## config.mk

```make
export PLATFORM = sky130hd
export DESIGN_NAME = fpu_op_sequencer
export DESIGN_NICKNAME = d
export VERILOG_FILES = /design/src/rtl/fpu_seq_pkg.sv /design/src/rtl/sat_counter.sv /design/src/rtl/fpu_op_sequencer.sv
export SDC_FILE = /design/constraint.sdc
export NUM_CORES = 1
export LEC_CHECK = 0
export CORE_MARGIN = 2
export CORE_UTILIZATION = 48
export CTS_BUF_LIST = sky130_fd_sc_hd__clkbuf_16
export CTS_CLUSTER_SIZE = 16
export DETAILED_ROUTE_END_ITERATION = 7
export PLACE_DENSITY = 0.86
export SLEW_MARGIN = 10
export SYNTH_ARGS = -nofsm -noshare
export SYNTH_HDL_FRONTEND = slang
export SYNTH_SLANG_ARGS = --single-unit
```

## constraint.sdc

```tcl
create_clock -name clock100KHz -period 5.27 [get_ports clock100KHz]
set_input_delay 1.3175 -clock clock100KHz [delete_from_list [all_inputs] [get_ports clock100KHz]]
set_output_delay 1.3175 -clock clock100KHz [all_outputs]
set_load 0.01 [all_outputs]
```

## src/rtl/fpu_seq_pkg.sv

```systemverilog
// Shared definitions for the FPU operation sequencer.
//   state_t        : sequencer FSM states (IDLE / WAIT / RESULT)
//   STAT_*         : bit positions inside the one-hot FPU status word
//   DEF_LATENCY    : default number of cycles the FPU needs with stable operands
//   DEF_CNT_W      : default width of the status event counters
package fpu_seq_pkg;

  typedef enum logic [1:0] {
    IDLE   = 2'd0,
    WAIT   = 2'd1,
    RESULT = 2'd2
  } state_t;

  localparam int STAT_EXACT     = 0;
  localparam int STAT_OVERFLOW  = 1;
  localparam int STAT_UNDERFLOW = 2;
  localparam int STAT_INEXACT   = 3;

  localparam int DEF_LATENCY = 4;
  localparam int DEF_CNT_W   = 16;

endpackage

```

## src/rtl/sat_counter.sv

```systemverilog
// Saturating event counter.
//   i_clk   : clock, rising edge
//   i_rst_n : asynchronous active-low reset, clears the count
//   inc     : add one this cycle (ignored once the count is all-ones)
//   clr     : synchronous clear, wins over a same-cycle inc
//   o_cnt   : current count
module sat_counter #(
  parameter int W = 16
) (
  input  logic         i_clk,
  input  logic         i_rst_n,
  input  logic         inc,
  input  logic         clr,
  output logic [W-1:0] o_cnt
);

  logic [W-1:0] r_cnt;

  always_ff @(posedge i_clk or negedge i_rst_n) begin
    if (!i_rst_n) begin
      r_cnt <= '0;
    end else if (clr) begin
      r_cnt <= '0;
    end else if (inc && (r_cnt != {W{1'b1}})) begin
      r_cnt <= r_cnt + 1'b1;
    end
  end

  assign o_cnt = r_cnt;

endmodule

```

## src/rtl/fpu_op_sequencer.sv

```systemverilog
// Control stage wrapped around the FPU datapath. Accepts one operand pair at
// a time, holds it on the FPU operand inputs for LATENCY cycles, captures the
// FPU result/status/flag and offers them downstream. Keeps saturating counters
// of overflow, underflow and inexact results.
//   clock100KHz / reset        : clock, asynchronous active-low reset
//   in_valid/in_ready/in_a/in_b: operand handshake
//   op_A_out/op_B_out          : operands to the FPU
//   fpu_data_in/status/flags   : FPU outputs
//   res_valid/res_ready/res_*  : result handshake
//   busy                       : FSM not in IDLE
//   cnt_clr, cnt_ovf/unf/inx   : event counter clear and values
module fpu_op_sequencer
  import fpu_seq_pkg::*;
#(
  parameter int LATENCY = DEF_LATENCY,
  parameter int CNT_W   = DEF_CNT_W
) (
  input  logic             clock100KHz,
  input  logic             reset,
  input  logic             in_valid,
  output logic             in_ready,
  input  logic [31:0]      in_a,
  input  logic [31:0]      in_b,
  output logic [31:0]      op_A_out,
  output logic [31:0]      op_B_out,
  input  logic [31:0]      fpu_data_in,
  input  logic [3:0]       fpu_status_in,
  input  logic             fpu_flags_in,
  output logic             res_valid,
  input  logic             res_ready,
  output logic [31:0]      res_data,
  output logic [3:0]       res_status,
  output logic             res_flag,
  output logic             busy,
  input  logic             cnt_clr,
  output logic [CNT_W-1:0] cnt_ovf,
  output logic [CNT_W-1:0] cnt_unf,
  output logic [CNT_W-1:0] cnt_inx
);

  // Wait counter must hold the value LATENCY itself.
  localparam int WCW = (LATENCY < 2) ? 1 : $clog2(LATENCY + 1);
  localparam logic [WCW-1:0] LAT_LOAD = WCW'(LATENCY);
  localparam logic [WCW-1:0] LAT_LAST = WCW'(1);

  state_t         r_state;
  state_t         w_state_next;
  logic [WCW-1:0] r_wait_cnt;
  logic [WCW-1:0] w_wait_cnt_next;
  logic           w_in_fire;
  logic           w_capture;

  logic [31:0]    r_op_a;
  logic [31:0]    r_op_b;
  logic [31:0]    r_res_data;
  logic [3:0]     r_res_status;
  logic           r_res_flag;

  // State register
  always_ff @(posedge clock100KHz or negedge reset) begin
    if (!reset) begin
      r_state    <= IDLE;
      r_wait_cnt <= '0;
    end else begin
      r_state    <= w_state_next;
      r_wait_cnt <= w_wait_cnt_next;
    end
  end

  // Next-state logic
  always_comb begin
    w_state_next    = r_state;
    w_wait_cnt_next = r_wait_cnt;
    w_in_fire       = 1'b0;
    w_capture       = 1'b0;
    case (r_state)
      IDLE: begin
        if (in_valid) begin
          w_in_fire       = 1'b1;
          w_wait_cnt_next = LAT_LOAD;
          w_state_next    = WAIT;
        end
      end
      WAIT: begin
        w_wait_cnt_next = r_wait_cnt - 1'b1;
        // Counter value 1 marks the LATENCY-th edge after acceptance.
        if (r_wait_cnt == LAT_LAST) begin
          w_capture    = 1'b1;
          w_state_next = RESULT;
        end
      end
      RESULT: begin
        if (res_ready) begin
          w_state_next = IDLE;
        end
      end
      default: begin
        w_state_next = IDLE;
      end
    endcase
  end

  // Operand and result registers
  always_ff @(posedge clock100KHz or negedge reset) begin
    if (!reset) begin
      r_op_a       <= '0;
      r_op_b       <= '0;
      r_res_data   <= '0;
      r_res_status <= '0;
      r_res_flag   <= 1'b0;
    end else begin
      if (w_in_fire) begin
        r_op_a <= in_a;
        r_op_b <= in_b;
      end
      if (w_capture) begin
        r_res_data   <= fpu_data_in;
        r_res_status <= fpu_status_in;
        r_res_flag   <= fpu_flags_in;
      end
    end
  end

  // in_ready is forced low while reset is held so every output reads 0.
  assign in_ready   = (r_state == IDLE) && reset;
  assign busy       = (r_state != IDLE);
  assign res_valid  = (r_state == RESULT);
  assign op_A_out   = r_op_a;
  assign op_B_out   = r_op_b;
  assign res_data   = r_res_data;
  assign res_status = r_res_status;
  assign res_flag   = r_res_flag;

  // Event counters: overflow, underflow, inexact (in that order).
  localparam int CNT_BIT [3] = '{STAT_OVERFLOW, STAT_UNDERFLOW, STAT_INEXACT};
  logic [CNT_W-1:0] w_cnt [3];

  genvar gi;
  generate
    for (gi = 0; gi < 3; gi++) begin : g_cnt
      sat_counter #(
        .W (CNT_W)
      ) u_cnt (
        .i_clk   (clock100KHz),
        .i_rst_n (reset),
        .inc     (w_capture && fpu_status_in[CNT_BIT[gi]]),
        .clr     (cnt_clr),
        .o_cnt   (w_cnt[gi])
      );
    end
  endgenerate

  assign cnt_ovf = w_cnt[0];
  assign cnt_unf = w_cnt[1];
  assign cnt_inx = w_cnt[2];

endmodule

```

======== Word level (Yosys, flattened, before mapping) ========
Cells that the tools add are included.
cells by class
  mux-type cells .......................... 16
  reductions and logical operators ........ 15
  add/sub/neg operators ................... 4
  eq/ne operators ......................... 9
operators by type and width
  operator               count
  $mux 16                6
  $add 16x1->16 const B  3
  $ne 16x16->1 const B   3
  $reduce_bool 2->1      5
  $logic_and 1x1->1      7
  $mux 2                 3
  $pmux 2 s3             1
  $pmux 3 s2             1
  $mux 1                 4
  $ne 2x2->1 const B     2
  $eq 3x1->1 const B     1
  $mux 3                 1
  $reduce_and 3->1       1
  $sub 3x1->3 const B    1
  $eq 2x1->1 const B     1
  $eq 2x2->1 const B     1
  $logic_not 2->1        1
  $ne 2x1->1 const B     1
  $reduce_and 2->1       1
storage, ports and cells
  bits in registers ....................... 154
  word-level logic and storage cells ...... 54
  output and inout bits ................... 152
  input port bits ......................... 106

======== Depth between registers and ports, before layout ========
Gate-level depths: netlist (run 1).
  depth after elaboration ................. 7
  depth in mapped cells ................... 8
  gate-level depth less buffers ........... 6

======== By module ========
Synthesis (run 1) repeated with hierarchy kept, for this count alone.
unflattened totals
  cells, all modules ...................... 537
  area total of the unflattened synthesis .. 7373.3 um^2
modules (own cells, without submodules)
  module            times used  area each (um^2)  seq. area each (um^2)  cells an instance
  fpu_op_sequencer  1           4546.9            2652.5                 243
  sat_counter       3           942.2             400.4                  98

======== Worst setup path after synthesis (run 1) ========
No wires, ideal clock.
  path kind ............................... input port to output port
  start ................................... input reset
  end ..................................... output in_ready
  setup slack ............................. 2.444 ns
  path buffers ............................ 0
  data arrival time ....................... 1.509 ns
  stages .................................. 2
  cells stage by stage .................... inv_1 nor2_1
between the ends
  cells in the longest elaborated chain, start to end .. 1
RTL lines
  item               line                     source
  from (decl)        fpu_op_sequencer.sv:19   input logic reset,
  $logic_and 1x1->1  fpu_op_sequencer.sv:125  assign in_ready = (r_state == IDLE) && reset;
  to (decl)          fpu_op_sequencer.sv:21   output logic in_ready,
No other way between the ends.

======== Worst setup path in the final report (run 1) ========
Same ends and word-level chain as after synthesis.

==> impl_metrics.env, run 1 <==
export IMPL_worstPathMaxFanout=38
export IMPL_cap_violations=0
export IMPL_synth_nets=728
export IMPL_startpoint="reset"
export IMPL_synthMuxAreaShare_pct=12.34
export IMPL_synth_top_area_share_pct=57.13
export IMPL_finalCriticalPeriod_ns=3.728
export IMPL_h_tree_depth=4
export IMPL_required_ns=3.95
export IMPL_areaGrowthSynthToFinish_pct=49.55
export IMPL_clkTransAtPathRegs_ns=0.06
export IMPL_clk_path_buf_depth=2
export IMPL_cts_root_buf="clkbuf_16"
export IMPL_place_congestion=0.8373
export IMPL_final_setup_tns_ns=0
export IMPL_grt_usage_pct=26.22
export IMPL_rsz0062_at_grt="no"
export IMPL_skew_ns=0.006840
export IMPL_critPathKind="input port to output port"
export IMPL_vias=5845
export IMPL_async_reset_ff_share_pct=100.0
export IMPL_die_area_um2=15020
export IMPL_cts_inserted_buffers=17
export IMPL_dpl_cell_count=1031
export IMPL_cts_tree="done"
export IMPL_dr_pass1_iters=5
export IMPL_portBuffers=257
export IMPL_dp_hpwl_um=13690
export IMPL_fmax_mhz=268.3
export IMPL_hold_ws_ns=0.4713
export IMPL_start_util_pct=48.78
export IMPL_critPathArrivalTime_ns=2.41
export IMPL_yosys_warnings=0
export IMPL_dp_slack_ns=1.525
export IMPL_worst_pin_slew_ns=0.9491
export IMPL_fin_util_pct=72.95
export IMPL_synth_area_leaders="dfrtp_1, mux2_2, nand2_1"
export IMPL_synth_cell_types=44
export IMPL_die_h_um=122.5
export IMPL_synth_top_area_cell="dfrtp_1"
export IMPL_seq_area_frac_synth_pct=57.13
export IMPL_synth_seq_cells=154
export IMPL_die_width_um=122.5
export IMPL_grt_start_max_net_pins=75
export IMPL_grt_pass1_vias=5630
export IMPL_antenna_found_initial=1
export IMPL_seq_power_share_pct=37.8
export IMPL_worst_slack_ns=1.542
export IMPL_synthCells=617
export IMPL_io_pins=258
export IMPL_drive_gt1_share_pct=13.82
export IMPL_ir_drop_v=0.0003403
export IMPL_ys_flop_type="dfrtp_1"
export IMPL_netSwitchingPower_mw=1.537
export IMPL_timing_final_crit_share_pct=70.74
export IMPL_core_um2=13830
export IMPL_status="finished, final reports clean"
export IMPL_grt_pass1_wl_um=30170
export IMPL_rows=43
export IMPL_wl_per_cell_um=18.48
export IMPL_finalNonFillerCells=1064
export IMPL_drtAntennaViolNets=0
export IMPL_relSlewSlack_pct=36.73
export IMPL_holdBufCountCts=0
export IMPL_powerDensity_nw_per_um2=487.1
export IMPL_clock_latency_ns=0.42
export IMPL_via_per_inst=5.493
export IMPL_netSwitchingFraction_pct=31.28
export IMPL_synth_top_family_by_area="simple AND/OR/NAND/NOR gates"
export IMPL_nets=981
export IMPL_final_max_slew_violation_count=0
export IMPL_crit_path_start_kind="input port"
export IMPL_grt_ovfl_total=0
export IMPL_drc=0
export IMPL_drt_initial_drc_count=677
export IMPL_p_leak_nw=4.177
export IMPL_p_comb_share_pct=37.9
export IMPL_synthXorXnorAreaFrac_pct=0
export IMPL_hold_start="res_data[13]$_DFFE_PN0N_"
export IMPL_cts_sinks=154
export IMPL_fillers=938
export IMPL_hold_class="register to register"
export IMPL_drt_total_wl_um=19670
export IMPL_finalSetupViolCount=0
export IMPL_synth_area_um2=6745
export IMPL_finalHoldViolCount=0
export IMPL_clkPwrFrac_pct=24.4
export IMPL_synth_edf_count=0
export IMPL_p_int_mw=3.376
export IMPL_regToRegStartpoint="r_wait_cnt[1]$_DFFE_PN0P_"
export IMPL_synth_compound_area_share_pct=7.605
export IMPL_post_cts_setup_buffers=0
export IMPL_yosys_area_share_simple_pct=19.59
export IMPL_cts_resized=0
export IMPL_worst_setup_path_end_kind="output port"
export IMPL_synth_area_per_cell_um2=10.93
export IMPL_yosys_area_share_adder_pct=0.9275
Yosys cell counts (2+ instances only):
master / n
dfrtp_1: 154
nand2_1: 128
mux2_2: 73
a21oi_1: 35
or4_1: 25
clkbuf_1: 23
o31ai_1: 23
nor2_1: 16
nand4_1: 15
nand3_1: 13
o21ai_0: 13
inv_1: 12
nor2b_1: 8
nor4_1: 6
and3_1: 5
ha_1: 5
nand2b_1: 5
nor3_1: 5
nor4b_1: 5
or3_1: 5
and4_1: 4
buf_2: 4
or2_2: 4
a31oi_1: 3
and2_1: 3
buf_1: 3
a211oi_1: 2
nand3b_1: 2
nor3b_1: 2
or3b_2: 2
flip-flops by register name, summed over array words and instances (netlist names):
| name | flops |
|---|---|
| res_status | 4 |
| op_A_out | 32 |
| r_wait_cnt | 3 |
| op_B_out | 32 |
| g_cnt.u_cnt.o_cnt | 48 |
| res_flag | 1 |
| res_data | 32 |
| r_state | 2 |
cells in the final DEF (no fill, tap or decap), types with 4 or more instances in the layout:
master,instances
nor4b_1,5
or3_1,5
clkdlybuf4s50_1,255
nor3_1,5
nor2b_1,8
nor2_1,15
buf_4,6
and4_1,4
o21ai_0,13
nand2b_1,5
dfrtp_1,154
nand2_1,128
nand3_1,13
a21oi_1,35
nand4_1,15
clkbuf_16,17
or2_2,4
and3_1,5
nor4_1,4
inv_1,14
mux2_2,73
o31ai_1,23
ha_1,5
or4_1,25
logic make-up after synthesis:
family	after synthesis
AOI/OAI and AO/OA	84
adders and majority gates	5
buffers and inverters	42
DFF	154
muxes	74
and+or+nand+nor	258
critical path: stages:
cell	delay, ns
buf_6	0.29
inv_1	0.09
nor2_1	0.14
clkdlybuf4s50_1	0.55
metrics by stage:
stage                     total power, mW  area (µm²)
final                               4.913       10090
after global routing                5.168       10080
after CTS                           4.952       10080
after detailed placement            3.716        9507
after global placement              3.663        9507
after floorplan                     2.579        6745
layout make-up:
type                    instances  area [µm²]  share of cell area, %
diodes                          1       2.502                0.02481
clock buffers                  17       425.4                  4.217
clock inverters                15       152.6                  1.513
inverters                      12       45.04                 0.4465
multi-input cells             421        2749                  27.25
flip-flops and latches        154        3854                  38.20
well taps                     180       225.2                  2.233
repair buffers                264        2634                  26.11
metal layers:
layer | routed length (µm) | up-vias | GRT usage, %
li1 | - | 2715 | -
met1 | 7780 | 2853 | 34.26
met2 | 9936 | 240 | 41.98
met3 | 1445 | 35 | 7.203
met4 | 489 | 2 | 9.555
met5 | 13 | - | 0
final timing paths:
check | end | slack (ns) | depth (start not counted)
worst max-delay path | in_ready | 1.54 | 4
worst min-delay path | res_data[13]$_DFFE_PN0N_ | 0.47 | 2
max in group asynchronous | op_A_out[27]$_DFFE_PN0P_ | 2.63 | 3
worst min register to register | res_data[13]$_DFFE_PN0N_ | 0.47 | 2
worst max register to register | g_cnt[2].u_cnt.o_cnt[9]$_DFFE_PN0P_ | 2.03 | 7
min in group asynchronous | g_cnt[2].u_cnt.o_cnt[15]$_DFFE_PN0P_ | 0.79 | 1
power groups by stage:
stage	clock [mW]	sequential (mW)	combinational (mW)
floorplan	0	2.02	0.562
finish	1.20	1.86	1.86
global route	1.27	1.91	1.99
detailed placement	0	1.86	1.86
global placement	0	1.84	1.82
CTS	1.22	1.85	1.88
Power figures use the tool's default switching activity.
==> run 2: changes to the inputs <==
- CORE_UTILIZATION: 48 -> 40
- PLACE_DENSITY: 0.86 -> 0.77
- clock period: 5.27 -> 3.4 ns (I/O delays scaled with it)
==> run 2 against run 1 <==
Critical path depth shrank 1. Global-route usage shrank 5.1 points. First-iteration DRC count shrank 51%. Power grew 55%. Critical path type is now register to output port. Critical endpoint unchanged.
==> impl_metrics.env, run 2 (synthesis gave the netlist of run 1 again) <==
export IMPL_status="finished, final reports clean"
export IMPL_drive_gt1_share_pct=14.35
export IMPL_start_util_pct=40.82
export IMPL_p_leak_nw=4.205
export IMPL_die_width_um=133.9
export IMPL_place_congestion=0.8092
export IMPL_cts_root_buf="clkbuf_16"
export IMPL_core_um2=16520
export IMPL_wl_per_cell_um=17.00
export IMPL_die_area_um2=17920
export IMPL_ir_drop_v=0.0005647
export IMPL_final_setup_tns_ns=0
export IMPL_cts_inserted_buffers=17
export IMPL_regToRegStartpoint="r_wait_cnt[1]$_DFFE_PN0P_"
export IMPL_drt_total_wl_um=18780
export IMPL_dp_hpwl_um=13020
export IMPL_cap_violations=0
export IMPL_drt_initial_drc_count=333
export IMPL_worst_setup_path_end_kind="output port"
export IMPL_n_antenna_cell=0
export IMPL_via_per_inst=5.167
export IMPL_mostFrequentLayoutCells="clkdlybuf4s50_1, dfrtp_1, nand2_1"
export IMPL_dr_pass1_iters=4
export IMPL_worst_pin_slew_ns=0.8692
export IMPL_grt_start_max_net_pins=155
export IMPL_required_ns=2.55
export IMPL_rows=47
export IMPL_finalCriticalPeriod_ns=2.801
export IMPL_clock_latency_ns=0.42
export IMPL_cts_resized=0
export IMPL_finalHoldViolCount=0
export IMPL_die_h_um=133.9
export IMPL_timing_rr_end="g_cnt[0].u_cnt.o_cnt[15]$_DFFE_PN0P_"
export IMPL_finalSetupViolCount=0
export IMPL_min_to="res_data[29]$_DFFE_PN0N_"
export IMPL_drtAntennaViolNets=0
export IMPL_grt_pass1_vias=5373
export IMPL_crit_path_start_kind="register"
export IMPL_drc=0
export IMPL_cp_slowest_stage_delay_ns=0.60
export IMPL_crit_chain="or2_2 > nor2_1 > clkdlybuf4s50_1"
export IMPL_hold_class="register to register"
export IMPL_whs_path_depth=2
export IMPL_clkTransAtPathRegs_ns=0.07
export IMPL_skew_ns=0.009660
export IMPL_rsz0062_at_grt="no"
export IMPL_critPathKind="register to output port"
export IMPL_largest_register_ffs=48
export IMPL_worstPathMaxFanout=8
export IMPL_grt_pass1_wl_um=29770
export IMPL_timing_final_crit_share_pct=82.38
export IMPL_reg2regPathDepth=6
export IMPL_nets=983
export IMPL_critPathArrivalTime_ns=1.95
export IMPL_slowest_stage="clkdlybuf4s50_1"
export IMPL_grt_ovfl_total=0
export IMPL_clk_path_buf_depth=2
export IMPL_post_cts_setup_buffers=0
export IMPL_ff2ff_setup_slack_ns=0.81
export IMPL_antenna_found_initial=1
export IMPL_holdBufCountCts=0
export IMPL_fmax_mhz=357.0
export IMPL_areaGrowthSynthToFinish_pct=51.25
export IMPL_final_common_cell="clkdlybuf4s50_1"
export IMPL_power_mw=7.624
export IMPL_powerDensity_nw_per_um2=747.3
export IMPL_cts_tree="done"
export IMPL_hold_ws_ns=0.4717
export IMPL_io_pins=258
export IMPL_vias=5709
export IMPL_h_tree_depth=4
export IMPL_grt_usage_pct=21.10
export IMPL_relSlewSlack_pct=41.52
export IMPL_cts_sinks=154
export IMPL_portBuffers=257
export IMPL_final_max_slew_violation_count=0
export IMPL_hold_start="res_data[29]$_DFFE_PN0N_"
[run 2: cell count changes in the layout (fill, tap and decap cells not counted), sizes merged]
cell,previous run,this run
clkinvlp,3,2
inv,17,21
buf,9,11
clkinv,5,2
diode,1,0
[run 2: layout make-up]
type	instances	area (µm²)
repair buffers	266	2674
clock inverters	15	180.2
flip-flops and latches	154	3854
well taps	220	275.3
multi-input cells	421	2749
inverters	12	45.04
clock buffers	17	425.4
fillers	1307	6322
[run 2: stage by stage]
stage          cell area (µm²)  cells  util [%]  setup WS, ns
2_1_floorplan             6745    617         -         1.172
3_3_place_gp              9597   1073     58.08        0.5869
3_5_place_dp              9597   1073     58.08        0.5708
4_1_cts                  10200   1105     61.74        0.5703
5_1_grt                  10200   1105     61.74        0.4951
6_report                 10200   1105     61.74        0.5990
[run 2: worst max path at each step]
stage               cells past startpoint                                   end  slack (ns)              startpoint
floorplan                               4  g_cnt[0].u_cnt.o_cnt[12]$_DFFE_PN0P_        1.17        fpu_status_in[1]
global placement                        5  g_cnt[0].u_cnt.o_cnt[12]$_DFFE_PN0P_        0.59        fpu_status_in[1]
detailed placement                      5  g_cnt[0].u_cnt.o_cnt[15]$_DFFE_PN0P_        0.57        fpu_status_in[1]
CTS                                     3                              in_ready        0.57  r_state[0]$_DFFE_PN0P_
finish                                  3                              in_ready        0.60  r_state[0]$_DFFE_PN0P_
global route                            3                              in_ready        0.50  r_state[0]$_DFFE_PN0P_
[run 2: power by group]
part	leakage (nW)	internal [mW]	switching [mW]
clock	0.293	1.11	0.823
combinational	1.98	1.68	1.17
sequential	1.94	2.48	0.357
[run 2: per-layer routing]
| layer | part of all wire [%] | vias up | GRT usage (%) |
|---|---|---|---|
| li1 | - | 2722 | - |
| met1 | 42 | 2802 | 28.21 |
| met2 | 50 | 156 | 33.39 |
| met3 | 5.1 | 27 | 5.480 |
| met4 | 2.3 | 2 | 7.565 |
| met5 | 0.069 | - | 0 |
[run 2: critical path, delay by kind of cell (launching register included)]
| kind | cells | cell delay [ns] |
|---|---|---|
| flip-flops | 1 | 0.47 |
| buffers and inverters | 1 | 0.60 |
| AND/OR/NAND/NOR | 2 | 0.48 |
